==> src/rtl/bus_arbiter_pkg.sv <==
`default_nettype none
// ============================================================================
//  Module      : bus_arbiter_pkg
//  Description : Shared state encoding, master indices and widths for the
//                two-master bridge arbiter.
//  Revision    : 1.0 - initial release
// ============================================================================
package bus_arbiter_pkg;

    localparam int ADDR_W = 32;
    localparam int DATA_W = 32;

    localparam int M_CPU = 0;
    localparam int M_DMA = 1;

    typedef enum logic [1:0] {
        ARB_IDLE = 2'd0,
        ARB_OWN0 = 2'd1,
        ARB_OWN1 = 2'd2
    } arb_state_t;

    function automatic arb_state_t own_state(input logic is_dma);
        return is_dma ? ARB_OWN1 : ARB_OWN0;
    endfunction

endpackage
`default_nettype wire

==> src/rtl/bus_arbiter_if.sv <==
`default_nettype none
// ============================================================================
//  Module      : bus_arbiter_if
//  Description : Both master request channels plus the shared bridge port.
//  Revision    : 1.0 - initial release
// ============================================================================
interface bus_arbiter_if;
    import bus_arbiter_pkg::*;

    logic              m0_req;
    logic [ADDR_W-1:0] m0_addr;
    logic              m0_we;
    logic [DATA_W-1:0] m0_wdata;
    logic              m0_lock;
    logic              m0_gnt;
    logic [DATA_W-1:0] m0_rdata;

    logic              m1_req;
    logic [ADDR_W-1:0] m1_addr;
    logic              m1_we;
    logic [DATA_W-1:0] m1_wdata;
    logic              m1_lock;
    logic              m1_gnt;
    logic [DATA_W-1:0] m1_rdata;

    logic [ADDR_W-1:0] bus_addr;
    logic              bus_we;
    logic [DATA_W-1:0] bus_wdata;
    logic [DATA_W-1:0] bus_rdata;

    // Arbiter side
    modport slave (
        input  m0_req, m0_addr, m0_we, m0_wdata, m0_lock,
        input  m1_req, m1_addr, m1_we, m1_wdata, m1_lock,
        input  bus_rdata,
        output m0_gnt, m0_rdata, m1_gnt, m1_rdata,
        output bus_addr, bus_we, bus_wdata
    );

    // Masters plus bridge side
    modport master (
        output m0_req, m0_addr, m0_we, m0_wdata, m0_lock,
        output m1_req, m1_addr, m1_we, m1_wdata, m1_lock,
        output bus_rdata,
        input  m0_gnt, m0_rdata, m1_gnt, m1_rdata,
        input  bus_addr, bus_we, bus_wdata
    );

endinterface
`default_nettype wire

==> src/rtl/bus_arbiter_sat_counter.sv <==
`default_nettype none
// ============================================================================
//  Module      : arb_sat_counter
//  Description : Up-counter that saturates at LIMIT; clear wins over increment.
//  Revision    : 1.0 - initial release
// ============================================================================
module arb_sat_counter #(
    parameter int WIDTH = 4,
    parameter int LIMIT = 4
) (
    input  wire              clk,
    input  wire              rst,
    input  wire              i_inc,
    input  wire              i_clr,
    output logic [WIDTH-1:0] o_count
);

    localparam logic [WIDTH-1:0] C_LIMIT = WIDTH'(LIMIT);

    logic [WIDTH-1:0] r_count;

    always_ff @(posedge clk) begin
        if (rst) begin
            r_count <= '0;
        end else if (i_clr) begin
            r_count <= '0;
        end else if (i_inc && (r_count != C_LIMIT)) begin
            r_count <= r_count + WIDTH'(1);
        end
    end

    assign o_count = r_count;

endmodule
`default_nettype wire

==> src/rtl/bus_arbiter.sv <==
`default_nettype none
// ============================================================================
//  Module      : bus_arbiter
//  Description : CPU-priority arbiter for the bridge data port with a
//                starvation guard for master 1 and bounded bus locking.
//  Revision    : 1.0 - initial release
// ============================================================================
module bus_arbiter
    import bus_arbiter_pkg::*;
#(
    parameter int STARVE_LIMIT = 4,
    parameter int MAX_LOCK     = 8,
    parameter int CNT_W        = 4
) (
    input  wire          arb_clk,
    input  wire          arb_rst,
    bus_arbiter_if.slave arb
);

    arb_state_t       r_state;
    arb_state_t       w_next_state;
    logic [CNT_W-1:0] w_starve_cnt;
    logic [CNT_W-1:0] w_lock_cnt;
    logic [1:0]       w_gnt;
    logic             w_starve_force;
    logic             w_lock_req;
    logic             w_lock_ok;
    logic             w_lock_take;

    // A locked owner that drops req falls straight into IDLE rules this cycle.
    always_comb begin
        w_starve_force = arb.m1_req && (w_starve_cnt == CNT_W'(STARVE_LIMIT));
        w_gnt          = 2'b00;
        if (!arb_rst) begin
            if ((r_state == ARB_OWN0) && arb.m0_req) begin
                w_gnt[M_CPU] = 1'b1;
            end else if ((r_state == ARB_OWN1) && arb.m1_req) begin
                w_gnt[M_DMA] = 1'b1;
            end else if (w_starve_force) begin
                w_gnt[M_DMA] = 1'b1;
            end else if (arb.m0_req) begin
                w_gnt[M_CPU] = 1'b1;
            end else if (arb.m1_req) begin
                w_gnt[M_DMA] = 1'b1;
            end
        end
    end

    always_comb begin
        w_lock_req   = w_gnt[M_DMA] ? arb.m1_lock : arb.m0_lock;
        w_lock_ok    = (32'(w_lock_cnt) + 32'd1) < 32'(MAX_LOCK);
        w_lock_take  = (|w_gnt) && w_lock_req && w_lock_ok;
        w_next_state = ARB_IDLE;
        if (w_lock_take) begin
            w_next_state = own_state(w_gnt[M_DMA]);
        end
    end

    always_ff @(posedge arb_clk) begin
        if (arb_rst) begin
            r_state <= ARB_IDLE;
        end else begin
            r_state <= w_next_state;
        end
    end

    arb_sat_counter #(
        .WIDTH (CNT_W),
        .LIMIT (STARVE_LIMIT)
    ) u_starve_cnt (
        .clk     (arb_clk),
        .rst     (arb_rst),
        .i_inc   (arb.m1_req && !w_gnt[M_DMA]),
        .i_clr   (w_gnt[M_DMA] || !arb.m1_req),
        .o_count (w_starve_cnt)
    );

    // Every cycle that does not extend a lock returns to IDLE, so it clears.
    arb_sat_counter #(
        .WIDTH (CNT_W),
        .LIMIT (MAX_LOCK)
    ) u_lock_cnt (
        .clk     (arb_clk),
        .rst     (arb_rst),
        .i_inc   (w_lock_take),
        .i_clr   (!w_lock_take),
        .o_count (w_lock_cnt)
    );

    assign arb.m0_gnt    = w_gnt[M_CPU];
    assign arb.m1_gnt    = w_gnt[M_DMA];

    assign arb.bus_addr  = w_gnt[M_DMA] ? arb.m1_addr  :
                           w_gnt[M_CPU] ? arb.m0_addr  : '0;
    assign arb.bus_wdata = w_gnt[M_DMA] ? arb.m1_wdata :
                           w_gnt[M_CPU] ? arb.m0_wdata : '0;
    assign arb.bus_we    = w_gnt[M_DMA] ? arb.m1_we    :
                           w_gnt[M_CPU] ? arb.m0_we    : 1'b0;

    assign arb.m0_rdata  = w_gnt[M_CPU] ? arb.bus_rdata : '0;
    assign arb.m1_rdata  = w_gnt[M_DMA] ? arb.bus_rdata : '0;

endmodule
`default_nettype wire
==> src/flat_wrapper.sv <==
// flat-port wrapper written by rule: the top's interface ports become plain ports
module bus_arbiter_flat import bus_arbiter_pkg::*;
#(
    parameter int STARVE_LIMIT = 4,
    parameter int MAX_LOCK     = 8,
    parameter int CNT_W        = 4
)
  (arb_clk, arb_rst, arb_m0_req, arb_m0_addr, arb_m0_we, arb_m0_wdata, arb_m0_lock, arb_m1_req, arb_m1_addr, arb_m1_we, arb_m1_wdata, arb_m1_lock, arb_bus_rdata, arb_m0_gnt, arb_m0_rdata, arb_m1_gnt, arb_m1_rdata, arb_bus_addr, arb_bus_we, arb_bus_wdata);
  bus_arbiter_if arb_i ();
  input  wire arb_clk;
  input  wire arb_rst;
  input wire logic [$bits(arb_i.m0_req)-1:0] arb_m0_req;
  input wire logic [$bits(arb_i.m0_addr)-1:0] arb_m0_addr;
  input wire logic [$bits(arb_i.m0_we)-1:0] arb_m0_we;
  input wire logic [$bits(arb_i.m0_wdata)-1:0] arb_m0_wdata;
  input wire logic [$bits(arb_i.m0_lock)-1:0] arb_m0_lock;
  input wire logic [$bits(arb_i.m1_req)-1:0] arb_m1_req;
  input wire logic [$bits(arb_i.m1_addr)-1:0] arb_m1_addr;
  input wire logic [$bits(arb_i.m1_we)-1:0] arb_m1_we;
  input wire logic [$bits(arb_i.m1_wdata)-1:0] arb_m1_wdata;
  input wire logic [$bits(arb_i.m1_lock)-1:0] arb_m1_lock;
  input wire logic [$bits(arb_i.bus_rdata)-1:0] arb_bus_rdata;
  output wire logic [$bits(arb_i.m0_gnt)-1:0] arb_m0_gnt;
  output wire logic [$bits(arb_i.m0_rdata)-1:0] arb_m0_rdata;
  output wire logic [$bits(arb_i.m1_gnt)-1:0] arb_m1_gnt;
  output wire logic [$bits(arb_i.m1_rdata)-1:0] arb_m1_rdata;
  output wire logic [$bits(arb_i.bus_addr)-1:0] arb_bus_addr;
  output wire logic [$bits(arb_i.bus_we)-1:0] arb_bus_we;
  output wire logic [$bits(arb_i.bus_wdata)-1:0] arb_bus_wdata;
  assign arb_i.m0_req = arb_m0_req;
  assign arb_i.m0_addr = arb_m0_addr;
  assign arb_i.m0_we = arb_m0_we;
  assign arb_i.m0_wdata = arb_m0_wdata;
  assign arb_i.m0_lock = arb_m0_lock;
  assign arb_i.m1_req = arb_m1_req;
  assign arb_i.m1_addr = arb_m1_addr;
  assign arb_i.m1_we = arb_m1_we;
  assign arb_i.m1_wdata = arb_m1_wdata;
  assign arb_i.m1_lock = arb_m1_lock;
  assign arb_i.bus_rdata = arb_bus_rdata;
  assign arb_m0_gnt = arb_i.m0_gnt;
  assign arb_m0_rdata = arb_i.m0_rdata;
  assign arb_m1_gnt = arb_i.m1_gnt;
  assign arb_m1_rdata = arb_i.m1_rdata;
  assign arb_bus_addr = arb_i.bus_addr;
  assign arb_bus_we = arb_i.bus_we;
  assign arb_bus_wdata = arb_i.bus_wdata;
  bus_arbiter #(.STARVE_LIMIT(STARVE_LIMIT), .MAX_LOCK(MAX_LOCK), .CNT_W(CNT_W)) u_core (.arb_clk(arb_clk), .arb_rst(arb_rst), .arb(arb_i));
endmodule
==> config.mk <==
export PLATFORM = sky130hd
export DESIGN_NAME = bus_arbiter_flat
export DESIGN_NICKNAME = d
export VERILOG_FILES = /design/src/rtl/bus_arbiter_pkg.sv /design/src/rtl/bus_arbiter_if.sv /design/src/rtl/bus_arbiter_sat_counter.sv /design/src/rtl/bus_arbiter.sv /design/src/flat_wrapper.sv
export SDC_FILE = /design/constraint.sdc
export NUM_CORES = 1
export LEC_CHECK = 0
export CAP_MARGIN = 5
export CORE_AREA = 2 2 115 117
export CTS_BUF_LIST = sky130_fd_sc_hd__clkbuf_8
export CTS_CLUSTER_DIAMETER = 100
export DETAILED_ROUTE_END_ITERATION = 8
export DIE_AREA = 0 0 117 119
export HOLD_SLACK_MARGIN = 0.08
export PLACE_DENSITY_LB_ADDON = 0.2
export SETUP_SLACK_MARGIN = 0.5
export SLEW_MARGIN = 20
export SYNTH_ARGS = -nofsm -noshare
export SYNTH_HDL_FRONTEND = slang
export SYNTH_SLANG_ARGS = --single-unit
==> constraint.sdc <==
create_clock -name arb_clk -period 2 [get_ports arb_clk]
set_input_delay 0.2 -clock arb_clk [delete_from_list [all_inputs] [get_ports arb_clk]]
set_output_delay 0.2 -clock arb_clk [all_outputs]
set_load 0.03 [all_outputs]
==> results of run 1 <==
[per-layer routing]
| metal | share of wire | wire length, um |
|---|---|---|
| met1 | 0.37 | 4400 |
| met5 | 0 | 0 |
| met3 | 0.087 | 1040 |
| met4 | 0.012 | 139 |
| met2 | 0.53 | 6380 |
[flip-flops by register name, indices dropped and copies added (netlist names)]
signal and count:
u_core.u_starve_cnt.o_count 4, u_core.u_lock_cnt.o_count 4, u_core.r_state 2
[per-stage QoR]
stage	cell area [um2]	setup TNS (ps)	utilization	hold WS (ps)	total power, uW
finish	5860	-10100	0.455	477	1790
global route	5860	-20590	0.455	503	1860
CTS	5670	-9960	0.440	485	1760
detailed placement	5040	-10110	0.392	479	1380
global placement	5040	-7590	0.392	458	1380
floorplan	2070	0	-	277	761
[cells in the mapped netlist (all sizes together)]
| library cell | number | share of area |
|---|---|---|
| xnor2 | 1 | 0.0054 |
| nor2b | 1 | 0.0054 |
| a21oi | 3 | 0.0092 |
| nand4 | 1 | 0.0038 |
| o211a | 1 | 0.0061 |
| mux2i | 2 | 0.012 |
| inv | 7 | 0.016 |
| nor3b | 1 | 0.0046 |
| ha | 4 | 0.031 |
| and3b | 1 | 0.0054 |
| buf | 17 | 0.067 |
| nor4 | 4 | 0.015 |
| nand3b | 2 | 0.017 |
| o21ai | 1 | 0.0031 |
| nor2 | 8 | 0.024 |
| o22a | 1 | 0.0054 |
| and2 | 64 | 0.24 |
| nand3 | 2 | 0.0061 |
| or3 | 1 | 0.0038 |
| conb | 1 | 0.0023 |
| dfxtp | 10 | 0.12 |
| a22o | 65 | 0.35 |
| nand2 | 3 | 0.0069 |
| clkbuf | 3 | 0.0069 |
| nand2b | 3 | 0.011 |
| o311ai | 1 | 0.016 |
[kinds of logic after synthesis]
family,share of synthesized area
AND/OR/NAND/NOR,0.349
AO/OA/AOI/OAI,0.388
buffers and inverters,0.0903
flip-flops,0.122
adder cells (fa/ha/maj),0.0306
multiplexers,0.0122
other,0.00229
XOR/XNOR,0.00536
[power breakdown]
part           switching [uW]  total [uW]  internal [uW]
Combinational             559        1320            765
Sequential               3.99         207            203
Clock                    86.9         261            174
[final timing paths]
kind,to,slack [ps],depth (start not counted)
setup reg to reg,u_core.r_state[1],450,8
hold / removal,u_core.u_starve_cnt.o_count[3],480,2
hold reg to reg,u_core.u_starve_cnt.o_count[3],480,2
setup / recovery,arb_bus_wdata[4],-160,8
[worst register-to-register path, stage by stage, from the launching register on]
cell	delay [ps]
dfxtp_2	320
inv_2	70
ha_4	150
nand3b_4	100
o211a_4	260
nor2_4	160
buf_12	170
buf_6	140
and3b_1	150
[area by class of cell]
type / count / area share
inverters: 7 / 0.00448
clock buffers: 4 / 0.00939
multi-input cells: 171 / 0.303
flip-flops and latches: 10 / 0.0350
repair buffers: 323 / 0.610
well taps: 176 / 0.0376
[timing repair]
item	4_1_cts	5_1_grt
endpoints found under the setup margin	134	135
gates resized for setup	113	27
buffers inserted	7	0
gates cloned	4	2
pin swaps	10	3
==> flow_summary.json, run 1 <==
{
  "crit_type": "reg2out",
  "syn-num-nets": 380,
  "max_freq_ghz": 0.463,
  "place_ws_ps": -178,
  "hold_viol_final": 0,
  "place_congestion": 0.815,
  "fill_cells": 1204,
  "vdd_drop_max_uv": 183,
  "io_pins": 299,
  "cp_slowest_cell": "dfxtp_2",
  "grt_util_met3": 0.0270,
  "drt_pass1_iterations": 4,
  "use_met1": 0.177,
  "num_rows": 42,
  "cp.required_ps": 1800,
  "cts_root_buf": "clkbuf_8",
  "final_cells": 691,
  "rsz0062_at_grt": "true",
  "synth_area_mm2": 0.00164,
  "grt_pass1_vias": 2924,
  "drc": 0,
  "seq_area_um2": 205,
  "die_y_um": 119,
  "antenna_found_initial": 0,
  "final_common_cell": "clkdlybuf4s50_1",
  "met2_usage": 0.293,
  "period_minus_slack_ps": 2160,
  "track_usage": 0.154,
  "maxSlewHeadroom": 0.590,
  "grt_start_max_net_pins": 42,
  "violations": "setup timing",
  "finalSetupViolCount": 108,
  "crit_path_cell_trace": "inv_2 -> ha_4 -> nand3b_4 -> o311ai_4 -> nor2_4 -> buf_12 -> a22o_2 -> buf_4",
  "drive_gt1_frac": 0.590,
  "grt_pass1_wl_mm": 16.5,
  "clk_latency_ps": 240,
  "busiest_layer": "met2",
  "worstPathArrival_ps": 1960,
  "start_util": 0.127,
  "reg2reg_from": "u_core.u_starve_cnt.o_count[1]",
  "crit_buf_inv": 3,
  "grt-ovfl-total": 0,
  "cts_tree": "yes",
  "crit_path_start": "u_core.u_starve_cnt.o_count[1]",
  "hpwl_mm": 9.39,
  "ctsHoldBuffers": 0,
  "io_buffers": 298,
  "worstHoldPathType": "reg2reg",
  "worstSetupStartpointType": "flip-flop",
  "dpl.cell_count": 674,
  "worstPathMaxFanout": 41,
  "yosys_register_bits": 10,
  "p_leak_uw": 0.00257,
  "finClkSkew_ps": 3.23,
  "critPathTopFamily": "compound AO/OA/AOI/OAI gates",
  "cts_buffer_depth": 2,
  "maxCapViolCount": 0,
  "mostFrequentLayoutCells": "clkdlybuf4s50_1 (166), buf_6 (107), and2_4 (63)",
  "die_area_mm2": 0.0139,
  "h-tree-depth": 1,
  "crit_path_max_incr_delay_ps": 320,
  "cts_buffers": 3,
  "cts_sinks": 10,
  "die_w_um": 117,
  "diodes": 0,
  "ys_seq_area_frac": 0.122,
  "synth_cells": 208,
  "path_clk_slew_ps": 50,
  "wirelength_mm": 12.0,
  "worst_slack_ps": -160,
  "wl_per_cell_um": 17.3,
  "core_area_mm2": 0.0129,
  "multi_input_area_mm2": 0.00178,
  "tightest_slew_ps": 598,
  "status": "finished, violations left",
  "min_from": "u_core.u_starve_cnt.o_count[3]",
  "viasPerCell": 4.21,
  "yosysUniqueCellTypes": 30,
  "syn2layout_area_growth_pct": 259,
  "timing.final.crit_share": 1.08,
  "synth.avg_cell_area_um2": 7.86,
  "ant_nets": 0,
  "power_density_mw_per_mm2": 305,
  "via_count": 2907,
  "setup.worst_path.end_class": "output port",
  "drv_slew": 0,
  "yosys_warnings": 0,
  "first_iter_violations": 64,
  "fin_nets": 688
}
(Power assumes the default switching activity.)
==> run 2, diff against run 1 <==
--- a/config.mk
+++ b/config.mk
@@ -5,7 +5,6 @@
 export SDC_FILE = /design/constraint.sdc
 export NUM_CORES = 1
 export LEC_CHECK = 0
-export CAP_MARGIN = 5
 export CORE_AREA = 2 2 115 117
 export CTS_BUF_LIST = sky130_fd_sc_hd__clkbuf_8
 export CTS_CLUSTER_DIAMETER = 100
==> results of run 2 <==
The final DEF is identical to that of run 1; final timing and power are the same.
